$ cat src/rtl/mouse_cursor_ctrl_pkg.sv
// Shared constants for the mouse cursor path: screen size defaults, assembler
// state encoding and PS/2 movement packet bit positions.
package mouse_cursor_ctrl_pkg;

    localparam int unsigned H_RES_DEF = 640;
    localparam int unsigned V_RES_DEF = 480;

    // Bit positions inside the first (status) byte of a movement packet.
    localparam int unsigned BL   = 0;
    localparam int unsigned BR   = 1;
    localparam int unsigned SYNC = 3;
    localparam int unsigned XS   = 4;
    localparam int unsigned YS   = 5;
    localparam int unsigned XOV  = 6;
    localparam int unsigned YOV  = 7;

    typedef enum logic [1:0] {
        WAIT_B0 = 2'd0,
        WAIT_B1 = 2'd1,
        WAIT_B2 = 2'd2,
        APPLY   = 2'd3
    } state_t;

endpackage

$ cat src/rtl/cursor_clamp.sv
// One cursor axis: signed add of a delta to the current position, clamped to
// the range [0, LIMIT].
module cursor_clamp #(
    parameter int unsigned LIMIT = 639
) (
    input  logic        [9:0] pos,
    input  logic signed [9:0] delta,
    output logic        [9:0] result
);

    localparam logic signed [10:0] LIM = 11'(LIMIT);

    logic signed [10:0] sum;

    always_comb begin
        sum = $signed({1'b0, pos}) + $signed({delta[9], delta});
        if (sum < 11'sd0) begin
            result = '0;
        end else if (sum > LIM) begin
            result = LIM[9:0];
        end else begin
            result = sum[9:0];
        end
    end

endmodule

$ cat src/rtl/mouse_cursor_ctrl.sv
// Assembles PS/2 movement packets into a clamped cursor position and publishes
// it to the display only at frame start.
module mouse_cursor_ctrl
    import mouse_cursor_ctrl_pkg::*;
#(
    parameter int unsigned H_RES   = H_RES_DEF,
    parameter int unsigned V_RES   = V_RES_DEF,
    parameter int unsigned TIMEOUT = 50000
) (
    input  logic       clk,
    input  logic       reset,
    input  logic [7:0] rx_data,
    input  logic       rx_done_tick,
    input  logic       frame_tick,
    output logic [9:0] mouse_x,
    output logic [9:0] mouse_y,
    output logic       btn_l,
    output logic       btn_r,
    output logic       pkt_err
);

    localparam int unsigned TW = $clog2(TIMEOUT + 1);
    localparam logic [TW-1:0] TMO_LAST = TW'(TIMEOUT - 1);
    localparam logic [9:0] X_MID = 10'(H_RES / 2);
    localparam logic [9:0] Y_MID = 10'(V_RES / 2);

    state_t        state;
    logic [TW-1:0] tmo_cnt;
    logic [7:4]    b0_flags;
    logic [1:0]    b0_btn;
    logic [7:0]    dx_byte;
    logic [7:0]    dy_byte;
    logic [9:0]    pend_x;
    logic [9:0]    pend_y;
    logic          pend_bl;
    logic          pend_br;

    logic [8:0]        dx9;
    logic [8:0]        dy9;
    logic signed [9:0] delta_x;
    logic signed [9:0] delta_y;
    logic [9:0]        new_x;
    logic [9:0]        new_y;

    // Overflowed axes contribute nothing; PS/2 +y is up, screen +y is down.
    always_comb begin
        dx9     = b0_flags[XOV] ? 9'd0 : {b0_flags[XS], dx_byte};
        dy9     = b0_flags[YOV] ? 9'd0 : {b0_flags[YS], dy_byte};
        delta_x = $signed({dx9[8], dx9});
        delta_y = -$signed({dy9[8], dy9});
    end

    cursor_clamp #(
        .LIMIT(H_RES - 1)
    ) u_clamp_x (
        .pos   (pend_x),
        .delta (delta_x),
        .result(new_x)
    );

    cursor_clamp #(
        .LIMIT(V_RES - 1)
    ) u_clamp_y (
        .pos   (pend_y),
        .delta (delta_y),
        .result(new_y)
    );

    always_ff @(posedge clk) begin
        if (reset) begin
            state    <= WAIT_B0;
            tmo_cnt  <= '0;
            b0_flags <= '0;
            b0_btn   <= '0;
            dx_byte  <= '0;
            dy_byte  <= '0;
            pend_x   <= X_MID;
            pend_y   <= Y_MID;
            pend_bl  <= 1'b0;
            pend_br  <= 1'b0;
            mouse_x  <= X_MID;
            mouse_y  <= Y_MID;
            btn_l    <= 1'b0;
            btn_r    <= 1'b0;
            pkt_err  <= 1'b0;
        end else begin
            pkt_err <= 1'b0;
            // Publish reads pending before any APPLY update in this cycle.
            if (frame_tick) begin
                mouse_x <= pend_x;
                mouse_y <= pend_y;
                btn_l   <= pend_bl;
                btn_r   <= pend_br;
            end
            unique case (state)
                WAIT_B0: begin
                    if (rx_done_tick) begin
                        if (rx_data[SYNC]) begin
                            b0_flags <= rx_data[7:4];
                            b0_btn   <= rx_data[1:0];
                            tmo_cnt  <= '0;
                            state    <= WAIT_B1;
                        end else begin
                            pkt_err <= 1'b1;
                        end
                    end
                end
                WAIT_B1, WAIT_B2: begin
                    if (rx_done_tick) begin
                        tmo_cnt <= '0;
                        if (state == WAIT_B1) begin
                            dx_byte <= rx_data;
                            state   <= WAIT_B2;
                        end else begin
                            dy_byte <= rx_data;
                            state   <= APPLY;
                        end
                    end else if (tmo_cnt == TMO_LAST) begin
                        tmo_cnt <= '0;
                        pkt_err <= 1'b1;
                        state   <= WAIT_B0;
                    end else begin
                        tmo_cnt <= tmo_cnt + 1'b1;
                    end
                end
                APPLY: begin
                    pend_x  <= new_x;
                    pend_y  <= new_y;
                    pend_bl <= b0_btn[BL];
                    pend_br <= b0_btn[BR];
                    state   <= WAIT_B0;
                end
                default: state <= WAIT_B0;
            endcase
        end
    end

endmodule

$ cat config.mk
export PLATFORM = sky130hd
export DESIGN_NAME = mouse_cursor_ctrl
export DESIGN_NICKNAME = d
export VERILOG_FILES = /design/src/rtl/mouse_cursor_ctrl_pkg.sv /design/src/rtl/cursor_clamp.sv /design/src/rtl/mouse_cursor_ctrl.sv
export SDC_FILE = /design/constraint.sdc
export NUM_CORES = 1
export LEC_CHECK = 0
export CORE_MARGIN = 2
export CORE_UTILIZATION = 60
export CTS_CLUSTER_DIAMETER = 30
export DETAILED_ROUTE_END_ITERATION = 10
export DONT_BUFFER_PORTS = 1
export HOLD_SLACK_MARGIN = 0.03
export PLACE_DENSITY_LB_ADDON = 0.05
export SETUP_SLACK_MARGIN = 0.2
export SLEW_MARGIN = 20
export SYNTH_ARGS = -nofsm -noshare
export SYNTH_HDL_FRONTEND = slang
export SYNTH_SLANG_ARGS = --single-unit
$ cat constraint.sdc
create_clock -name clk -period 6.2 [get_ports clk]
set_clock_uncertainty 0.05 [all_clocks]
set_input_delay 0.31 -clock clk [delete_from_list [all_inputs] [get_ports clk]]
set_output_delay 0.31 -clock clk [all_outputs]
set_load 0.05 [all_outputs]
==> Flow_metrics.wiki <==
{| class="wikitable"
! Metric !! Value
|-
| Status || finished clean
|-
| Clock network fraction of total power || 0.268
|-
| Number of placed instances, taps included || 592
|-
| Net count of the mapped netlist || 554
|-
| Synthesized cell area || 0.00453 sq mm
|-
| Row Count || 31
|-
| Largest incremental delay on the critical path || 580 ps
|-
| Worst ir drop on vdd || approximately 0.22 mV
|-
| Sinks on the clock net || 85
|-
| Setup bufs post-CTS || 0
|-
| Worst hold path type || in2reg
|-
| Height of the die || 90.9 um
|-
| Unique cell type count in the Yosys netlist || 63
|-
| Global router's overall resource usage || 0.251
|-
| Internal power || 0.968 mW
|-
| Share of power burned in combinational logic || 0.306
|-
| Hold Path End || b0_btn[1]
|-
| Register-to-register setup slack || 3460 ps
|-
| Dominant cell type by area after synthesis || dfxtp_1
|-
| Final Total Pwr || 1.50 mW
|-
| Count of pins on the block boundary || 35
|-
| Origin of the worst min-delay path || rx_data[1]
|-
| Min Tclk post-route || about 2700 ps
|-
| Number of enable flip-flop cells after synthesis || 0
|-
| Fraction of the yosys area taken by sequential cells || 0.376
|-
| Relative contribution of sequential cells to total power || 0.426
|-
| Worst-case clock buffer depth || 2
|-
| Ratio of cells with drive above 1 in the final layout || 0.0528
|-
| CTS tree || yes
|-
| Detailed-route wire length || slightly below 10000 um
|-
| Endpoint of the lowest-slack register-to-register path || pend_x[4]
|-
| Final hold slack || around 47 ps
|-
| Area growth from synthesis to final layout || 5.91%
|-
| Hold violation count in the final report || 0
|-
| Fin cells || 610
|-
| Setup violators final || 0
|-
| Worst Path Max Fanout || 13
|-
| Switching power share of the total || 0.356
|-
| Leading cell type in the layout, fill and taps excluded || dfxtp_1
|-
| Clock-pin slew reported for the worst setup and hold paths after clock tree synthesis || 100 ps
|-
| DRC violations left || 0
|-
| Storage element area || between 0.0015 and 0.002 sq mm
|-
| Leading cell types in the layout, fill and taps excluded || dfxtp_1 (85), nor2_1 (63), nand2_1 (35)
|-
| Detailed-route vias per instance || 5.91
|-
| Die Footprint || 0.00826 sq mm
|-
| Synth Instances || 514
|-
| Count of H-tree levels built during CTS || 3
|-
| HPWL Detailed || around 7000 um
|-
| Worst reg-to-reg path cell count || 7
|-
| List of cells traversed by the critical path || ha_1 -> inv_1 -> a21o_1 -> a31o_2 -> a311oi_4 -> nand2_4 -> o211ai_1
|-
| Avg Synthesized Cell Area || 8.81 sq um
|-
| Post-synthesis async set-or-reset flop share || 0
|-
| Slew @ Worst Pin || ~820 ps
|-
| Top_reg_cell synth || dfxtp_1
|-
| Max-Slew Margin vs Limit || 0.453
|-
| Effective utilization at floorplan || 0.621
|-
| Maximum number of pins on one net before global-route repair || 55
|-
| Worst Path Arrival || roughly 3000 ps
|-
| Number of fill cells in the layout || between 600 and 700
|-
| Violation count after the first detailed-routing iteration || 218
|-
| Warning count from the yosys run || 0
|-
| Sum of buffers and inverters on the critical path || 1
|-
| Number of antenna diodes || 0
|-
| Number of stages on the worst hold path || 2
|-
| Chip width || 90.9 um
|-
| TritonCTS Buffers || 9
|-
| Vias || 3604
|-
| Type of the worst setup path || reg2reg
|-
| Proportion of netlist area held by the largest area contributor || 0.376
|-
| Layout net count || 546
|-
| Insertion delay of the later-clocked pin in the worst-skew pair || 360 ps
|-
| Vias in the first global route || around 3500
|-
| Number of antenna violations at the first check in global routing || 0
|-
| Worst-path cell with the longest stage delay || ha_1
|-
| Routed wirelength normalized by instance count || 16.0 um
|-
| Required time worst endpoint || roughly 6400 ps
|-
| CP top delay family || compound AO/OA/AOI/OAI gates
|-
| Total of flip-flops plus latches after synthesis || 85
|-
| Max-cap violations || 0
|-
| Length of the first detailed-routing pass in iterations || 5
|-
| Share of the clock period used by the worst path after layout || 0.442
|-
| Unrepaired setup endpoints after global routing || no
|-
| Switching power || 0.535 mW
|-
| Biggest area contributors in the synthesized netlist || dfxtp_1 (38%), mux2i_1 (7.3%), ha_1 (7.2%)
|-
| Wire length of the first global-routing pass || 16700 um
|-
| Cell area power density || 313 mW/mm^2
|-
| Sum of overflow across all layers after global routing || 0
|-
| Startpoint type of the worst setup path || flip-flop
|-
| Number of nets with antenna violations after detailed routing || 0
|-
| Multi-input gate area || around 0.0027 sq mm
|-
| CTS Root Buffer Type || clkbuf_8
|-
| Static Leak || 1.89 nW
|-
| Top achievable clock speed || 365 MHz
|-
| Number of buffers inserted by port buffering || 0
|-
| Core area || 0.00729 sq mm
|-
| Final Wtd Congestion || ~0.88
|-
| Setup TNS Final || 0 ps
|-
| Crit path capture type || flip-flop
|-
| Startpoint of the worst register-to-register path || state[0]
|-
| Final-report max-slew violation count || 0
|}
worst reg2reg max path, stage by stage, from the launching register on:
cell      delay, ps
dfxtp_1         370
ha_1            580
inv_1           390
a21o_1          250
a31o_2          230
a311oi_4        460
nand2_4         140
o211ai_1        190
through the flow:
| step | setup slack (ps) | utilization | instance area, sq um |
|---|---|---|---|
| 3_5_place_dp | 3460 | 0.626 | 4560 |
| 2_1_floorplan | 3860 | - | 4530 |
| 4_1_cts | 3450 | 0.658 | 4800 |
| 6_report | 3460 | 0.658 | 4800 |
| 5_1_grt | 3190 | 0.658 | 4800 |
| 3_3_place_gp | 3500 | 0.626 | 4560 |
flip-flops by register name, summed over array words and instances, names as in the netlist:
name	cells
pend_y	10
mouse_x	10
btn_l	1
tmo_cnt	16
state	2
btn_r	1
b0_flags	4
mouse_y	10
dx_byte	8
dy_byte	8
pkt_err	1
b0_btn	2
pend_br	1
pend_bl	1
pend_x	10
how the worst max path moves through the flow:
| stage | from | endpoint | slack [ps] | depth (start not counted) |
|---|---|---|---|---|
| 4_1_cts | b0_flags[6] | pend_x[1] | 3450 | 9 |
| 6_report | state[0] | pend_x[4] | 3460 | 7 |
| 5_1_grt | b0_flags[6] | pend_x[6] | 3190 | 9 |
| 2_1_floorplan | b0_flags[6] | pend_x[2] | 3860 | 9 |
| 3_3_place_gp | b0_flags[6] | pend_x[1] | 3500 | 9 |
| 3_5_place_dp | b0_flags[6] | pend_x[1] | 3460 | 9 |
per-layer routing:
layer  track usage  vias to the layer above  wire, um
li1              -                     1817         -
met1         0.328                     1704      4570
met2         0.403                       71      4590
met3        0.0618                       12       403
met4        0.0922                        0       177
met5             0                        -         0
timing repair:
item,in CTS,in global routing
hold buffers,2,0
setup endpoints to repair,0,0
gates resized for setup,0,0
endpoints found under the hold margin,54,0
cell type report:
type / count / share of cell area
Sequential cell: 85 / 0.355
Clock inverter: 7 / 0.0167
Clock buffer: 9 / 0.0258
Tap cell: 99 / 0.0258
Inverter: 17 / 0.0133
Timing Repair Buffer: 2 / 0.00626
Multi-Input combinational cell: 391 / 0.557
cell families after synthesis:
family | share of synthesized area
AND/OR/NAND/NOR | 0.224
AO/OA/AOI/OAI | 0.158
flip-flops | 0.376
buffers and inverters | 0.0340
multiplexers | 0.0754
adder cells (fa/ha/maj) | 0.0807
XOR/XNOR | 0.0522
cells in the mapped netlist, drive strengths merged, types with 3 or more instances:
library cell   n
nand3b         6
and3           6
ha            26
a31oi          7
clkbuf        12
nor2          63
nor2b         13
a211oi         4
a21oi         30
or3            4
a21o           4
buf            9
xnor2         13
nand2         36
o21bai         3
mux2i         33
nor3           7
xor2          14
a211o          8
a32oi          3
dfxtp         85
o21ai         22
nand2b        14
nand4         10
nand3         20
o211ai         5
inv           17
nor3b          5
power groups by stage:
stage               combinational (mW)  sequential, mW  clock (mW)
floorplan                        0.381           0.641           0
global placement                 0.447           0.651           0
detailed placement               0.449           0.652           0
finish                           0.460           0.640       0.403
global route                     0.517           0.646       0.433
CTS                              0.459           0.640       0.411
Power figures use the tool's default switching activity.
